<file path="src/rtl/gb_cpu_prefetch_decoder.sv">
// Byte queue plus head-opcode classifier that hands the decoder one whole
// instruction per handshake, with ISR injection at boundaries and redirect flush.
module gb_cpu_prefetch_decoder #(
  parameter int DEPTH  = 4,
  parameter bit ISR_EN = 1'b1
) (
  input  logic        clk,
  input  logic        reset,
  input  logic        fetch_valid,
  input  logic [7:0]  fetch_byte,
  output logic        fetch_ready,
  input  logic        flush,
  input  logic        irq_req,
  output logic        irq_ack,
  output logic        instr_valid,
  input  logic        instr_ready,
  output logic [7:0]  instr_opcode,
  output logic        instr_cb,
  output logic        instr_isr,
  output logic        instr_illegal,
  output logic [15:0] instr_imm,
  output logic [1:0]  instr_len
);

  localparam int PW = $clog2(DEPTH);
  localparam int CW = $clog2(DEPTH + 1);
  localparam logic [CW-1:0] DEPTH_C = CW'(DEPTH);
  localparam logic [PW:0]   DEPTH_P = (PW + 1)'(DEPTH);

  if (DEPTH < 3 || DEPTH > 16) begin : g_depth_check
    $error("gb_cpu_prefetch_decoder: DEPTH must be in 3..16");
  end

  logic [7:0]    mem [DEPTH];
  logic [PW-1:0] wr_ptr, rd_ptr;
  logic [CW-1:0] count, count_eff;
  logic          push, load, take_isr, take_q, head_cb;
  logic [1:0]    need, pop_n;
  logic [7:0]    b0, b1, b2;
  logic [7:0]    nxt_opcode;
  logic [15:0]   nxt_imm;

  function automatic logic [PW-1:0] ptr_add(input logic [PW-1:0] p, input logic [1:0] k);
    logic [PW:0] s;
    s = {1'b0, p} + (PW + 1)'(k);
    if (s >= DEPTH_P) s = s - DEPTH_P;
    return s[PW-1:0];
  endfunction

  function automatic logic [1:0] need_len(input logic [7:0] h);
    case (h)
      8'h01, 8'h11, 8'h21, 8'h31, 8'h08, 8'hC2, 8'hC3, 8'hC4, 8'hCA,
      8'hCC, 8'hCD, 8'hD2, 8'hD4, 8'hDA, 8'hDC, 8'hEA, 8'hFA: return 2'd3;
      8'hCB, 8'h18, 8'h20, 8'h28, 8'h30, 8'h38,
      8'hE0, 8'hE8, 8'hF0, 8'hF8:                              return 2'd2;
      default: return (h[2:0] == 3'b110 && (h[7:6] == 2'b00 || h[7:6] == 2'b11))
                      ? 2'd2 : 2'd1;
    endcase
  endfunction

  function automatic logic is_illegal(input logic [7:0] op);
    case (op)
      8'hD3, 8'hDB, 8'hDD, 8'hE3, 8'hE4, 8'hEB,
      8'hEC, 8'hED, 8'hF4, 8'hFC, 8'hFD: return 1'b1;
      default:                           return 1'b0;
    endcase
  endfunction

  // Bytes not yet queued come straight from the fetch bus, so an instruction
  // completes in the same cycle its last byte arrives.
  always_comb begin
    fetch_ready = !reset && (count < DEPTH_C);
    push        = fetch_valid && fetch_ready && !flush;
    count_eff   = count + CW'(push);
    b0          = (count != '0)         ? mem[rd_ptr]             : fetch_byte;
    b1          = (count >= CW'(2))     ? mem[ptr_add(rd_ptr, 2'd1)] : fetch_byte;
    b2          = (count >= CW'(3))     ? mem[ptr_add(rd_ptr, 2'd2)] : fetch_byte;
    need        = need_len(b0);
    head_cb     = (b0 == 8'hCB);
    load        = !instr_valid || instr_ready;
    take_isr    = ISR_EN && irq_req && load && !flush && !reset;
    take_q      = load && !take_isr && (count_eff >= CW'(need));
    pop_n       = take_q ? need : 2'd0;
    irq_ack     = take_isr;
    nxt_opcode  = 8'h00;
    nxt_imm     = 16'h0000;
    if (take_q) begin
      nxt_opcode = head_cb ? b1 : b0;
      if (!head_cb && need == 2'd3) nxt_imm = {b2, b1};
      else if (!head_cb && need == 2'd2) nxt_imm = {8'h00, b1};
    end
    instr_illegal = !instr_cb && !instr_isr && is_illegal(instr_opcode);
  end

  always_ff @(posedge clk) begin
    if (push) mem[wr_ptr] <= fetch_byte;
  end

  always_ff @(posedge clk) begin
    if (reset || flush) begin
      wr_ptr       <= '0;
      rd_ptr       <= '0;
      count        <= '0;
      instr_valid  <= 1'b0;
      instr_opcode <= 8'h00;
      instr_cb     <= 1'b0;
      instr_isr    <= 1'b0;
      instr_imm    <= 16'h0000;
      instr_len    <= 2'd0;
    end else begin
      if (push) wr_ptr <= ptr_add(wr_ptr, 2'd1);
      rd_ptr <= ptr_add(rd_ptr, pop_n);
      count  <= count_eff - CW'(pop_n);
      if (load) begin
        instr_valid  <= take_isr || take_q;
        instr_isr    <= take_isr;
        instr_cb     <= take_q && head_cb;
        instr_opcode <= nxt_opcode;
        instr_imm    <= nxt_imm;
        instr_len    <= take_q ? need : 2'd0;
      end
    end
  end

endmodule

</file>
<file path="config.mk">
export PLATFORM = sky130hd
export DESIGN_NAME = gb_cpu_prefetch_decoder
export DESIGN_NICKNAME = d
export VERILOG_FILES = /design/src/rtl/gb_cpu_prefetch_decoder.sv
export SDC_FILE = /design/constraint.sdc
export NUM_CORES = 1
export LEC_CHECK = 0
export ABC_AREA = 1
export CAP_MARGIN = 15
export CORE_ASPECT_RATIO = 1.4
export CORE_UTILIZATION = 40
export DETAILED_ROUTE_END_ITERATION = 7
export SKIP_CTS_REPAIR_TIMING = 1
export SLEW_MARGIN = 20
export SYNTH_ARGS = -nofsm -noshare
export SYNTH_HDL_FRONTEND = slang
export SYNTH_SLANG_ARGS = --single-unit
</file>
<file path="constraint.sdc">
create_clock -name clk -period 4.8 [get_ports clk]
set_clock_uncertainty 0.1 [all_clocks]
set_input_delay 0.48 -clock clk [delete_from_list [all_inputs] [get_ports clk]]
set_output_delay 0.48 -clock clk [all_outputs]
set_load 0.01 [all_outputs]
</file>
Yosys cells after proc, flatten, opt, wreduce, memory -nomap -nowiden
Memories as Yosys holds them, arrays and structs flattened. A register that Yosys moved wholly into a read port is not among the register bits.
Index checks and enable logic that the tools add are counted.

word-level totals
  output and inout bits = 32
  word-level logic and storage cells = 119
  memories = 1
  flip-flop bits (word level) = 36
  RAM bits = 32
  bits of input ports = 14

cells by class
  $lt $le $gt $ge = 8
  reductions and logical operators = 30
  multiplexer cells = 19
  equal/unequal tests = 42
  $add $sub $neg = 10

memory list
  name  depth  bits a word  rd ports  clocked after Yosys merged registers in  wr ports  line  source
  mem   4      8            3         1                                        1         34    logic [7:0] mem [DEPTH];

operators with widths
  cell                                                               count
  equality test 8 bit, second input constant                         28
  equality test 8 x 6 -> 1 bit, second input constant                6
  two-way mux 8 bit                                                  6
  two-way mux 16 bit                                                 2
  OR reduction 17 bit                                                1
  equality test 8 x 5 -> 1 bit, second input constant                2
  logical AND 1 bit                                                  14
  two-way mux 2 bit                                                  7
  greater-or-equal comparator 3 bit, second input constant           4
  OR reduction 11 bit                                                1
  OR reduction 10 bit                                                1
  equality test 8 x 1 -> 1 bit, second input constant                1
  equality test 8 x 4 -> 1 bit, second input constant                1
  subtractor 2 x 1 -> 2 bit, second input constant                   4
  zero test 1 bit                                                    7
  adder 2 x 1 -> 3 bit, second input constant                        2
  equality test 2 bit, second input constant                         3
  greater-or-equal comparator 3 x 2 -> 1 bit, second input constant  2
  logical OR 1 bit                                                   4
  case mux 2 bit (2 select lines)                                    1
  adder 2 x 2 -> 3 bit                                               1
  adder 2 x 2 -> 3 bit, second input constant                        1
  adder 3 x 1 -> 3 bit                                               1
  equality test 3 bit, second input constant                         1
  other kinds (6)                                                    8

Depth between registers and ports, before layout
  depth after elaboration = 14
  depth in mapped cells = 27
  mapped depth without buffers = 27

Least setup slack after synthesis
OpenSTA, ideal clock, no wires.

  path type = register to register
  from = register, netlist name rd_ptr[1]
  to = register count[2]
  period minus slack after synthesis = 3.784 ns
  library setup time = 0.128 ns
  path buffers = 2
  data required time = 4.572 ns
  stages on the path, launching flop included = 23
  arrival time = 3.556 ns
  slack = 1.016 ns
  cells stage by stage = dfxtp_1 buf_2 buf_1 o211ai_1 o21ai_0 ha_1 inv_1 nor3_2 nand2_1 a21oi_2 nor2_4 nand3_2 inv_1 ha_1 o21ai_0 nand3b_1 nand2_1 nor2_1 ha_1 inv_1 fa_1 xnor2_1 nor2_1

RTL lines
  what                  line  source
  end signal, assigned  113   count <= count_eff - CW'(pop_n);
  end, declared         36    logic [CW-1:0] count, count_eff;

Worst setup path after layout
  from = register count[2]
  to = register count[2]

on the way
  word-level cells in the longest chain between the ends = 11
  elaborated cells between the ends (all ways) = 47
  classes of those cells = add/sub: 2; order compare: 2; eq/ne: 29; mux: 4; reduce/logical: 10

RTL lines
  what                                                                                                line  source
  parallel branches: the longest is 9 deep, another holds greater-or-equal comparator 3 x 2 -> 1 bit  -
  two-way mux 2 bit (*)                                                                               83    pop_n = take_q ? need : 2'd0;
  named net pop_n[0]                                                                                  38    logic [1:0] need, pop_n;
  subtractor 3 x 2 -> 3 bit (*)                                                                       113

Mark *: on every way through the listed nets, which the timed path passes.
A chain may end at the register's enable or synchronous reset.

==> out/results.txt <==
Status -> finished clean
Register area -> 1680 um2
Vert. Die Dim -> 118 um
Final min period -> 4.45 ns
Yosys reg bits -> 68
Most frequent cells in the layout -> nand2_1 (129), nand3_1 (52), inv_1 (49), a21oi_1 (49), clkdlybuf4s50_1 (45)
Layout cell share with drive strength beyond 1 -> 8.62%
Detailed Routing Iterations Pass 1 -> 5
Pwr/cell area -> 649 nW/um2
Non-filler instance count after layout -> 667
Max-Cap Viols -> 0
Rows -> 42
Yosys warning total -> 0
WL final -> 10.9 mm
CTS tree -> yes
WHS Path Cells -> 2
CP endpoint kind -> flop
PortBufs -> 45
Cts bufs inserted -> 9
Core area -> 9410 um2
Antenna diodes -> 0
Clk sinks -> 68
Total GRT Usage -> 22.9%
Total die area -> 10100 um2
Root Buffer -> clkbuf_16
Initial antenna violation count -> 0
Layout fillers -> 886
Vias in the first global route -> 3500
Avg Cell Area, Syn -> 7.60 um2
Post-DP HPWL -> 8.30 mm
Inst Count DP -> 651
Initial Utilization -> 41.1%
Reg2Reg Depth -> 21
Net count, final -> 579
Drt wl/cell -> 16.3 um
Clk_lat worst skew -> 0.33 ns
Post-Synthesis Cells -> 509
Final Cycle Share -> 92.7%
Final core occ -> 49.8%
Antenna viol nets, final -> 0
Die width -> 85.1 um
Setup violations, final -> 0
Post-synthesis sequential area ratio -> 43.5%
Final slew viol count -> 0
RSZ-0062 raised after global routing -> no
Largest net degree at the start of global routing -> 34
Final-report hold violation count -> 0
Netlist Area Pre-Place -> 3870 um2
Global route total overflow -> 0
Clock buffer depth -> 2
Most common library cell in the layout ignoring fill and taps -> nand2_1
Kind of critical path -> flop to flop
Via count -> 3586
Worst-margin pin slew -> 0.983 ns
Top achievable clock speed -> 0.225 GHz
Path type of the worst min-delay path -> flop to flop
Reg2Reg Setup Slack -> 0.35 ns
CP Data Required Time -> 4.91 ns
First-pass GRT wire length -> 17.7 mm
Worst Setup Start Kind -> flop
Worst slew margin -> 34.2%
Cell variety after synth -> 42
Clk slew on worst S/H paths -> 0.05 ns
Via density -> 5.38
Peak supply drop -> 0.646 mV
Syn_nets -> 536
Total negative slack -> 0 ns
CP arrival -> 4.56 ns
I/O pin total -> 46
WHS -> 0.363 ns
Multi-input gate area -> 1880 um2
Area growth syn-to-layout -> 21.1%
Routability cong. -> 0.869
Initial DRC count -> 240
Htree depth -> 3
Leak -> 1.83 nW
Max FO, Critical Path -> 13
DRC -> 0
layer usage:
layer / track usage, % / wire length [um]
met1: 27.3 / 4690
met2: 40.3 / 5570
met3: 3.35 / 411
met4: 10.2 / 223
met5: 0 / 0
power breakdown:
group | internal (mW) | total [mW] | switching, mW
Clock | 0.376 | 0.609 | 0.233
Sequential | 0.662 | 0.721 | 0.0594
Combinational | 0.554 | 1.71 | 1.16
cell families (layout without fill, tap and decap cells):
logic type	after synthesis	count (layout)	share of synthesized area [%]
AO/OA/AOI/OAI	101	101	14.9
XOR/XNOR	3	3	0.679
adder cells (fa/ha/maj)	13	13	4.40
buffers and inverters	75	123	8.08
flip-flops	68	68	43.5
multiplexers	1	1	0.259
AND/OR/NAND/NOR	248	248	28.3
path summary, 6_finish.rpt:
| kind | endpoint | from |
|---|---|---|
| min | instr_imm[10]$_SDFFE_PP0N_ | instr_imm[10]$_SDFFE_PP0N_ |
| max | count[2]$_SDFF_PP0_ | count[2]$_SDFF_PP0_ |
| max reg2reg | count[2]$_SDFF_PP0_ | count[2]$_SDFF_PP0_ |
| min reg2reg | instr_imm[10]$_SDFFE_PP0N_ | instr_imm[10]$_SDFFE_PP0N_ |
per-stage QoR:
step                      worst slack [ns]  power (mW)  area (um2)
final                                0.351        3.04        4690
after CTS                            0.333        3.06        4690
after global routing             0.0000187        3.29        4690
after floorplan                       1.02        1.94        3870
after detailed placement             0.251        2.43        4410
after global placement               0.387        2.43        4410
worst max-delay path: stages (launching register included):
cell and delay, ns:
dfxtp_1 0.37, nor2_4 0.38, nand2_4 0.22, o21ai_0 0.38, ha_1 0.34, inv_1 0.10
nor3_2 0.29, nand2_1 0.11, a21oi_2 0.18, nor2_4 0.10, nand3_2 0.10, inv_1 0.05
ha_1 0.25, o21ai_0 0.07, nand3b_1 0.09, nand2_1 0.12, nor2_1 0.23, ha_1 0.18
inv_1 0.05, fa_1 0.37, xnor2_1 0.17, nor2_1 0.05
flip-flops by register name (all words and copies together) (netlist names):
signal and cells:
instr_isr 1, count 3, wr_ptr 2, instr_valid 1, instr_opcode 8, instr_len 2, instr_cb 1, instr_imm 16
mem 32, rd_ptr 2
synthesized netlist by cell type, drive strengths merged:
cell       n  area (um2)
o221ai     4        35.0
clkbuf     9        33.8
nand2    139         552
nand4      1        6.26
buf       11        71.3
edfxtp    32         961
a31oi      1        6.26
a2111oi    1        8.76
a22oi      4        30.0
xnor2      3        26.3
dfxtp     36         721
or2        1        6.26
nand3b     1        7.51
mux2i      1        10.0
nor2      46         190
a221oi     1        8.76
inv       53         199
a211oi     1        7.51
or3        1        6.26
ha        12         150
o22ai     11        68.8
nand3     57         310
clkinv     2        8.75
nor3       2        15.0
o21ai     22         110
o211a      1        10.0
a21oi     51         259
fa         1        20.0
o211ai     3        22.5
o2bb2ai    1        8.76
cell type report:
| type | instances | area share [%] |
|---|---|---|
| sequential | 68 | 35.9 |
| inverter | 55 | 4.43 |
| tap | 110 | 2.94 |
| timing repair buffer | 52 | 10.7 |
| clock inverter | 2 | 0.214 |
| clock buffer | 14 | 5.63 |
| multi-input combinational | 366 | 40.2 |
Note: power is estimated with default switching activity, not from simulation.
